**config.mk**
```make
export PLATFORM = sky130hd
export DESIGN_NAME = chip_output_port
export DESIGN_NICKNAME = d
export VERILOG_FILES = /design/src/rtl/chip_port_pkg.sv /design/src/rtl/sync_fifo.sv /design/src/rtl/chip_output_port.sv
export SDC_FILE = /design/constraint.sdc
export NUM_CORES = 1
export LEC_CHECK = 0
export ABC_AREA = 0
export BUFFER_PORTS_ARGS = -buffer_cell sky130_fd_sc_hd__clkbuf_2
export CAP_MARGIN = 40
export CORE_MARGIN = 4
export CORE_UTILIZATION = 40
export CTS_CLUSTER_SIZE = 30
export DETAILED_ROUTE_END_ITERATION = 12
export GPL_TIMING_DRIVEN = 0
export PLACE_DENSITY = 0.64
export RECOVER_POWER = 100
export SLEW_MARGIN = 20
export SYNTH_ARGS = -nofsm -noshare
export SYNTH_HDL_FRONTEND = slang
export SYNTH_SLANG_ARGS = --single-unit
export TNS_END_PERCENT = 20
```
**constraint.sdc**
```tcl
create_clock -name clk -period 3.3 [get_ports clk]
set_input_delay 0.33 -clock clk [delete_from_list [all_inputs] [get_ports clk]]
set_output_delay 0.33 -clock clk [all_outputs]
set_load 0.03 [all_outputs]
```
**src/rtl/chip_port_pkg.sv**
```systemverilog
// chip_port_pkg: shared FSM state type, tristate polarity constants and a sizing helper
package chip_port_pkg;
    typedef enum logic [1:0] {IDLE, SETUP, STROBE, HOLD} state_t;
    localparam logic T_HIZ   = 1'b1;
    localparam logic T_DRIVE = 1'b0;
    function automatic int max2(input int a, input int b);
        return (a > b) ? a : b;
    endfunction
endpackage

```
**src/rtl/sync_fifo.sv**
```systemverilog
// sync_fifo: power-of-two register FIFO; head word is readable as soon as it is written
module sync_fifo #(
    parameter int DATA_WIDTH = 5,
    parameter int FIFO_DEPTH = 4
) (
    input  logic                  clk,
    input  logic                  reset,
    input  logic                  i_push,
    input  logic [DATA_WIDTH-1:0] i_data,
    input  logic                  i_pop,
    output logic [DATA_WIDTH-1:0] o_data,
    output logic                  o_full,
    output logic                  o_empty
);
    localparam int AW = $clog2(FIFO_DEPTH);
    localparam logic [AW:0] ONE = 1;
    logic [DATA_WIDTH-1:0] r_mem [FIFO_DEPTH];
    logic [AW:0] r_wr, r_rd;
    always_ff @(posedge clk or posedge reset) begin
        if (reset) begin
            r_wr <= '0;
            r_rd <= '0;
        end else begin
            if (i_push) r_wr <= r_wr + ONE;
            if (i_pop) r_rd <= r_rd + ONE;
        end
    end
    always_ff @(posedge clk) begin
        if (i_push) r_mem[r_wr[AW-1:0]] <= i_data;
    end
    // extra pointer bit tells full from empty when the indices match
    assign o_data  = r_mem[r_rd[AW-1:0]];
    assign o_empty = r_wr == r_rd;
    assign o_full  = (r_wr[AW] != r_rd[AW]) && (r_wr[AW-1:0] == r_rd[AW-1:0]);
endmodule

```
**src/rtl/chip_output_port.sv**
```systemverilog
// chip_output_port: buffered pad driver with programmable setup/strobe/hold timing
// and an optional 4-phase acknowledge with timeout.
module chip_output_port
    import chip_port_pkg::*;
#(
    parameter int DATA_WIDTH    = 5,
    parameter int FIFO_DEPTH    = 4,
    parameter int SETUP_CYCLES  = 2,
    parameter int STROBE_CYCLES = 4,
    parameter int HOLD_CYCLES   = 2,
    parameter int ACK_MODE      = 0,
    parameter int ACK_TIMEOUT   = 255,
    parameter int PARK_HIZ      = 1
) (
    input  logic                  clk,
    input  logic                  reset,
    input  logic                  enable,
    input  logic [DATA_WIDTH-1:0] in_data,
    input  logic                  in_valid,
    output logic                  in_ready,
    output logic [DATA_WIDTH-1:0] chip_data_o,
    output logic [DATA_WIDTH-1:0] chip_data_t,
    output logic                  data_ready_o,
    output logic                  data_ready_t,
    input  logic                  chip_ack,
    input  logic                  clear_err,
    output logic                  busy,
    output logic                  timeout_err,
    output logic [15:0]           words_sent
);
    localparam bit ACK  = ACK_MODE != 0;
    localparam bit PARK = PARK_HIZ != 0;
    localparam int CMAX = max2(max2(SETUP_CYCLES, STROBE_CYCLES), max2(HOLD_CYCLES, ACK_TIMEOUT));
    localparam int CW   = $clog2(CMAX + 1);
    localparam int HOLD_AT = ACK_TIMEOUT - HOLD_CYCLES;
    localparam logic [CW-1:0] L_SETUP  = CW'(SETUP_CYCLES - 1);
    localparam logic [CW-1:0] L_STROBE = CW'(ACK ? ACK_TIMEOUT - 1 : STROBE_CYCLES - 1);
    localparam logic [CW-1:0] L_HOLD   = CW'(ACK ? ACK_TIMEOUT - 1 : HOLD_CYCLES - 1);

    state_t r_state, w_next;
    logic [CW-1:0] r_cnt, w_load;
    logic [DATA_WIDTH-1:0] r_data, w_fifo_data;
    logic r_ack_meta, r_ack_s, r_err, r_fail;
    logic [15:0] r_sent;
    logic w_full, w_empty, w_push, w_pop, w_zero, w_hiz;
    logic w_strobe_done, w_strobe_to, w_hold_ok, w_hold_to;

    assign w_push = in_valid && !w_full;
    assign w_pop  = (r_state == IDLE) && enable && !w_empty;

    sync_fifo #(.DATA_WIDTH(DATA_WIDTH), .FIFO_DEPTH(FIFO_DEPTH)) u_fifo (
        .clk(clk), .reset(reset), .i_push(w_push), .i_data(in_data), .i_pop(w_pop),
        .o_data(w_fifo_data), .o_full(w_full), .o_empty(w_empty)
    );

    // In ack mode the shared counter tracks the timeout; HOLD_AT marks when the hold time is met.
    assign w_zero        = r_cnt == '0;
    assign w_strobe_to   = ACK && !r_ack_s && w_zero;
    assign w_strobe_done = ACK ? (r_ack_s || w_zero) : w_zero;
    assign w_hold_ok     = ACK ? (int'(r_cnt) <= HOLD_AT && !r_ack_s) : w_zero;
    assign w_hold_to     = ACK && !w_hold_ok && w_zero;

    always_ff @(posedge clk or posedge reset) begin
        if (reset) r_state <= IDLE;
        else r_state <= w_next;
    end

    always_comb begin
        w_next = r_state;
        case (r_state)
            IDLE:    w_next = w_pop ? SETUP : IDLE;
            SETUP:   w_next = w_zero ? STROBE : SETUP;
            STROBE:  w_next = w_strobe_done ? HOLD : STROBE;
            HOLD:    w_next = (w_hold_ok || w_hold_to) ? IDLE : HOLD;
            default: w_next = IDLE;
        endcase
        w_load = (w_next == SETUP) ? L_SETUP : (w_next == STROBE) ? L_STROBE :
                 (w_next == HOLD) ? L_HOLD : '0;
    end

    always_comb begin
        w_hiz        = (r_state == IDLE) && PARK;
        data_ready_o = r_state == STROBE;
        data_ready_t = w_hiz ? T_HIZ : T_DRIVE;
        chip_data_t  = {DATA_WIDTH{w_hiz ? T_HIZ : T_DRIVE}};
        chip_data_o  = r_data;
        busy         = (r_state != IDLE) || !w_empty;
        in_ready     = !w_full;
        timeout_err  = r_err;
        words_sent   = r_sent;
    end

    always_ff @(posedge clk or posedge reset) begin
        if (reset) begin
            r_cnt      <= '0;
            r_data     <= '0;
            r_ack_meta <= 1'b0;
            r_ack_s    <= 1'b0;
            r_err      <= 1'b0;
            r_fail     <= 1'b0;
            r_sent     <= '0;
        end else begin
            r_ack_meta <= chip_ack;
            r_ack_s    <= r_ack_meta;
            if (w_next != r_state) r_cnt <= w_load;
            else if (!w_zero) r_cnt <= r_cnt - CW'(1);
            if (w_pop) r_data <= w_fifo_data;
            if (w_pop) r_fail <= 1'b0;
            else if (r_state == STROBE && w_strobe_to) r_fail <= 1'b1;
            if ((r_state == STROBE && w_strobe_to) || (r_state == HOLD && w_hold_to)) r_err <= 1'b1;
            else if (clear_err) r_err <= 1'b0;
            if (r_state == HOLD && w_hold_ok && !r_fail) r_sent <= r_sent + 16'd1;
        end
    end
endmodule

```
After elaboration in Yosys (flattened, before gate mapping) --
Memory sizes are Yosys's and may differ from the RTL's. A register that Yosys moved wholly into a read port is not among the register bits. Cells that the tools add are included.
Word-level totals: bits in registers 32, memories kept 1, memory bits (writable) 20, input port bits 11
Cells by class: $add $sub $neg 4, eq/ne operators 11, reduce and logical (&&, ||, !) cells 11, mux-type cells 13
Memories:
- u_fifo.r_mem | words 4, bits a word 5, read ports 1, clocked after Yosys merged registers in 1, wr ports 1, RTL line sync_fifo.sv:17 | logic [DATA_WIDTH-1:0] r_mem [FIFO_DEPTH];
Operators with widths (number):
- $add A16 B1 Y16 const B | 1
- $mux W8 | 2
- $eq A2 B2 Y1 const B | 4
- $logic_not A8 Y1 | 1
- $mux W2 | 4
- $pmux W2 S4 | 1
- $sub A8 B1 Y8 const B | 1
- $add A3 B1 Y3 const B | 2
- $mux W1 | 6
- $logic_and A1 B1 Y1 | 5
- $eq A2 B1 Y1 const B | 2
- $eq A3 B3 Y1 | 1
- $eq A2 B2 Y1 | 1
- $logic_not A1 Y1 | 2
- $logic_not A2 Y1 | 1
- $ne A2 B1 Y1 const B | 1
- $ne A2 B2 Y1 | 1
- $reduce_bool A2 Y1 | 1
- $logic_or A1 B1 Y1 | 1
- $ne A1 B1 Y1 | 1

Longest topological paths before layout --
word-level depth 10, gate-level depth with buffers 8, mapped depth without buffers 6

By module --
From an unflattened synthesis, not the netlist that was laid out.
Second synthesis, totals: cell total of the unflattened synthesis 200, area total of the unflattened synthesis 2623.8 um^2
By module, submodules not included:
- chip_output_port | area each 1547.7 um^2, times used 1, cells each 142
- sync_fifo | area each 1076.0 um^2, times used 1, cells each 58

Worst setup path before layout --
No wires, ideal clock.
path type register -> register, start point register r_cnt[0], end point register r_sent[15] (netlist: words_sent[15]), stages on the path, launching flop included 9, data required time 3220 ps, arrival 1999 ps, setup slack 1221 ps, cells stage by stage dfrtp_1 > inv_1 > ha_1 > or3b_1 > clkbuf_2 > or3_1 > buf_6 > nor4_4 > xor2_1
Between the ends: longest elaborated chain between the ends 2
RTL lines:
- start: declaration | RTL line chip_output_port.sv:41 | logic [CW-1:0] r_cnt, w_load;
- start signal: assignment | RTL line chip_output_port.sv:105 | if (w_next != r_state) r_cnt <= w_load;
- start signal: assignment | RTL line chip_output_port.sv:106 | else if (!w_zero) r_cnt <= r_cnt - CW'(1);
- $logic_not A8 Y1 | RTL line chip_output_port.sv:57 | assign w_zero = r_cnt == '0;
- $logic_and A1 B1 Y1 | RTL line chip_output_port.sv:112 | if (r_state == HOLD && w_hold_ok && !r_fail) r_sent <= r_sent + 16'd1;
- end signal: assignment | RTL line chip_output_port.sv:112
- end: declaration | RTL line chip_output_port.sv:44 | logic [15:0] r_sent;
Every way passes these cells. A chain may end at the register's enable or synchronous reset.

Worst setup path in the final report --
Same ends and word-level chain as after synthesis.

==> metrics.txt <==
status=finished clean; DR WL/cell=around 14 um; synthesized area=roughly 2600 sq um; chip width=88.90 um; DRT Pass-1 Iters=4; Post-Place Worst Slack=between 0.9 and 1 ns; #FFs+latches synth=between 50 and 60; core area=~6300 sq um; vias in the first global route=between 1500 and 2000; global route overflow=0; WS Path Type=reg -> reg; Post-route DRC=0; final worst slack=around 0.9 ns; Placer Congestion=0.7736; Synth area leader=dfrtp_1; worst-margin pin slew=around 0.97 ns; final slew viol count=0; final wirelength=between 4000 and 5000 um; crit start category=register; Cell Area, Placed=between 2000 and 3000 sq um; CTS root buf=clkbuf_8; I/O Pins=42; Critical Path AT=between 2 and 3 ns; required time worst endpoint=3.55 ns; most frequent cells in the layout=41 x clkbuf_1, 37 x dfrtp_1, 20 x edfxtp_1; Die H=just under 90 um; Via density=4.994; PD cells=between 800 and 900 nW/um^2; 1st-iter DRT viols=86; Port Buffer Count=38; Finished Cell Area=3040 sq um; htree depth=3; RSZ-0062 raised after global routing=false; Synth Instances=200; top-area cell type share of the netlist area=between 30% and 40%; most area-consuming cells after synthesis=dfrtp_1 35%, edfxtp_1 23%, xnor2_1 4.3%; largest net degree at the start of global routing=21; antenna viol nets, final=0; Max Fclk=417.3 MHz; Synth Warn #=0; initial antenna violation count=0; first-pass GRT wire length=7976 um; DIE AREA=between 7000 and 8000 sq um; TritonCTS Sinks=57; Num CTS Buffers=9; worst skew pair latency=0.33 ns; fillers=slightly above 600; Rows=29; PostCTS Resize Cnt=0; Post-CTS Setup Bufs=0; Hold Path Class=in -> async; Slew headroom=between 30% and 40%; CTS tree=built; Crit. End Element=register; Syn Area/Cell=between 10 and 15 sq um; maxcap violations=0; Worst-path clk slew=~0.06 ns; cts-stage hold buffer count=0; nets=268; post-DP HPWL=3440 um; synth unique cells=42; Final period util=approximately 73%; DR vias=1658; final hold violations=0; Overall Global Routing Usage=13.42%; Total Neg Setup Slack=0 ns; Longest Clk Path Bufs=2; Synthesized Nets=roughly 220; P_leak=1.272 nW; Layout area overhead=16.16%; register area share after synthesis=between 50% and 60%; Antenna Cells=0; Final Setup Violations=0; CP max FO=7; commonest non-fill, non-tap cell in the layout=clkbuf_1; share of cells above drive strength 1=approximately 17%; maximum vdd drop=about 0.54 mV; initial core utilization=approximately two fifths; Min Clock Period, post-route=between 2 and 2.5 ns; Max Clock Skew=about 0.007 ns
==> registers in the layout (all words and copies together), names as in the netlist <==
register      count
u_fifo.r_mem     20
chip_data_o       5
r_state           2
u_fifo.r_wr       3
u_fifo.r_rd       3
r_cnt             8
words_sent       16
==> per-stage QoR <==
stage / std cells / util, % / hold slack (ns) / total power, W
after floorplan: 200 / - / 0.4289 / 0.001850
after global placement: 315 / 45.73 / 0.4628 / 0.002083
after detailed placement: 316 / 46.17 / 0.3636 / 0.002107
after CTS: 332 / 49.48 / 0.005608 / 0.002790
after global routing: 332 / 47.88 / 0.1741 / 0.002920
final: 332 / 47.88 / 0.1109 / 0.002722
==> metal layers <==
layer | vias up | routed length [um] | track usage (%)
met5 | - | 0 | 0
met4 | 0 | 113 | 6.731
met3 | 11 | 244 | 4.700
met2 | 41 | 2148 | 20.04
met1 | 799 | 2161 | 17.33
li1 | 807 | - | -
==> report_power, final <==
group          internal (W)  switching, W
combinational      0.000399      0.000588
sequential         0.000935      0.000128
clock              0.000411      0.000260
total               0.00175      0.000977
==> cell families after synthesis <==
kind of cell | Yosys count | share of synthesized area, %
buffers and inverters | 19 | 4.302
other | 1 | 0.1433
AO/OA/AOI/OAI | 10 | 2.581
XOR/XNOR | 26 | 8.700
flip-flops | 57 | 58.32
AND/OR/NAND/NOR | 65 | 14.05
adder cells (fa/ha/maj) | 7 | 3.346
multiplexers | 15 | 8.557
==> synthesized netlist by cell type, drive strengths merged <==
cell type	number
or4	2
o21ai	2
ha	7
mux2i	1
nor4	4
xor2	13
a2111oi	1
and3	5
conb	1
or3b	2
a31oi	1
nand4	5
and4	2
o21bai	2
nor2b	1
inv	6
nor2	15
nor3b	1
nor3	7
clkbuf	3
edfxtp	20
mux2	9
nand2	12
a21oi	2
a311o	1
or3	1
nand3	7
mux4	5
dfrtp	37
a211oi	1
xnor2	13
nand3b	1
buf	10
==> critical path: stages, from the launching register on <==
cell      delay (ns)
dfrtp_1         0.41
inv_1           0.11
ha_1            0.25
or3b_1          0.36
clkbuf_1        0.18
or3_1           0.33
clkbuf_1        0.17
nor4_1          0.34
xor2_1          0.18
==> final timing paths <==
check	from	endpoint	slack, ns	cells after the start
hold / removal	reset	r_cnt[0]	0.11	2
setup / recovery	r_cnt[0]	words_sent[15]	0.90	8
min in group clk	in_data[0]	u_fifo.r_mem[3][0]	0.27	1
setup reg to reg	r_cnt[0]	words_sent[15]	0.90	8
hold reg to reg	words_sent[15]	words_sent[15]	0.47	1
max in group asynchronous	reset	words_sent[10]	1.87	3
==> final cells by class <==
cell class              count  area (sq um)  share of cell area, %
flip-flops and latches     57          1526                  50.21
multi-input cells         124         952.2                  31.32
clock buffers              14         172.7                  5.679
repair buffers             39         152.6                  5.021
well taps                  77         96.34                  3.169
plain buffers              13         80.08                  2.634
clock inverters             2         37.54                  1.235
inverters                   6         22.52                 0.7407
Note: power is estimated with default switching activity, not from simulation.
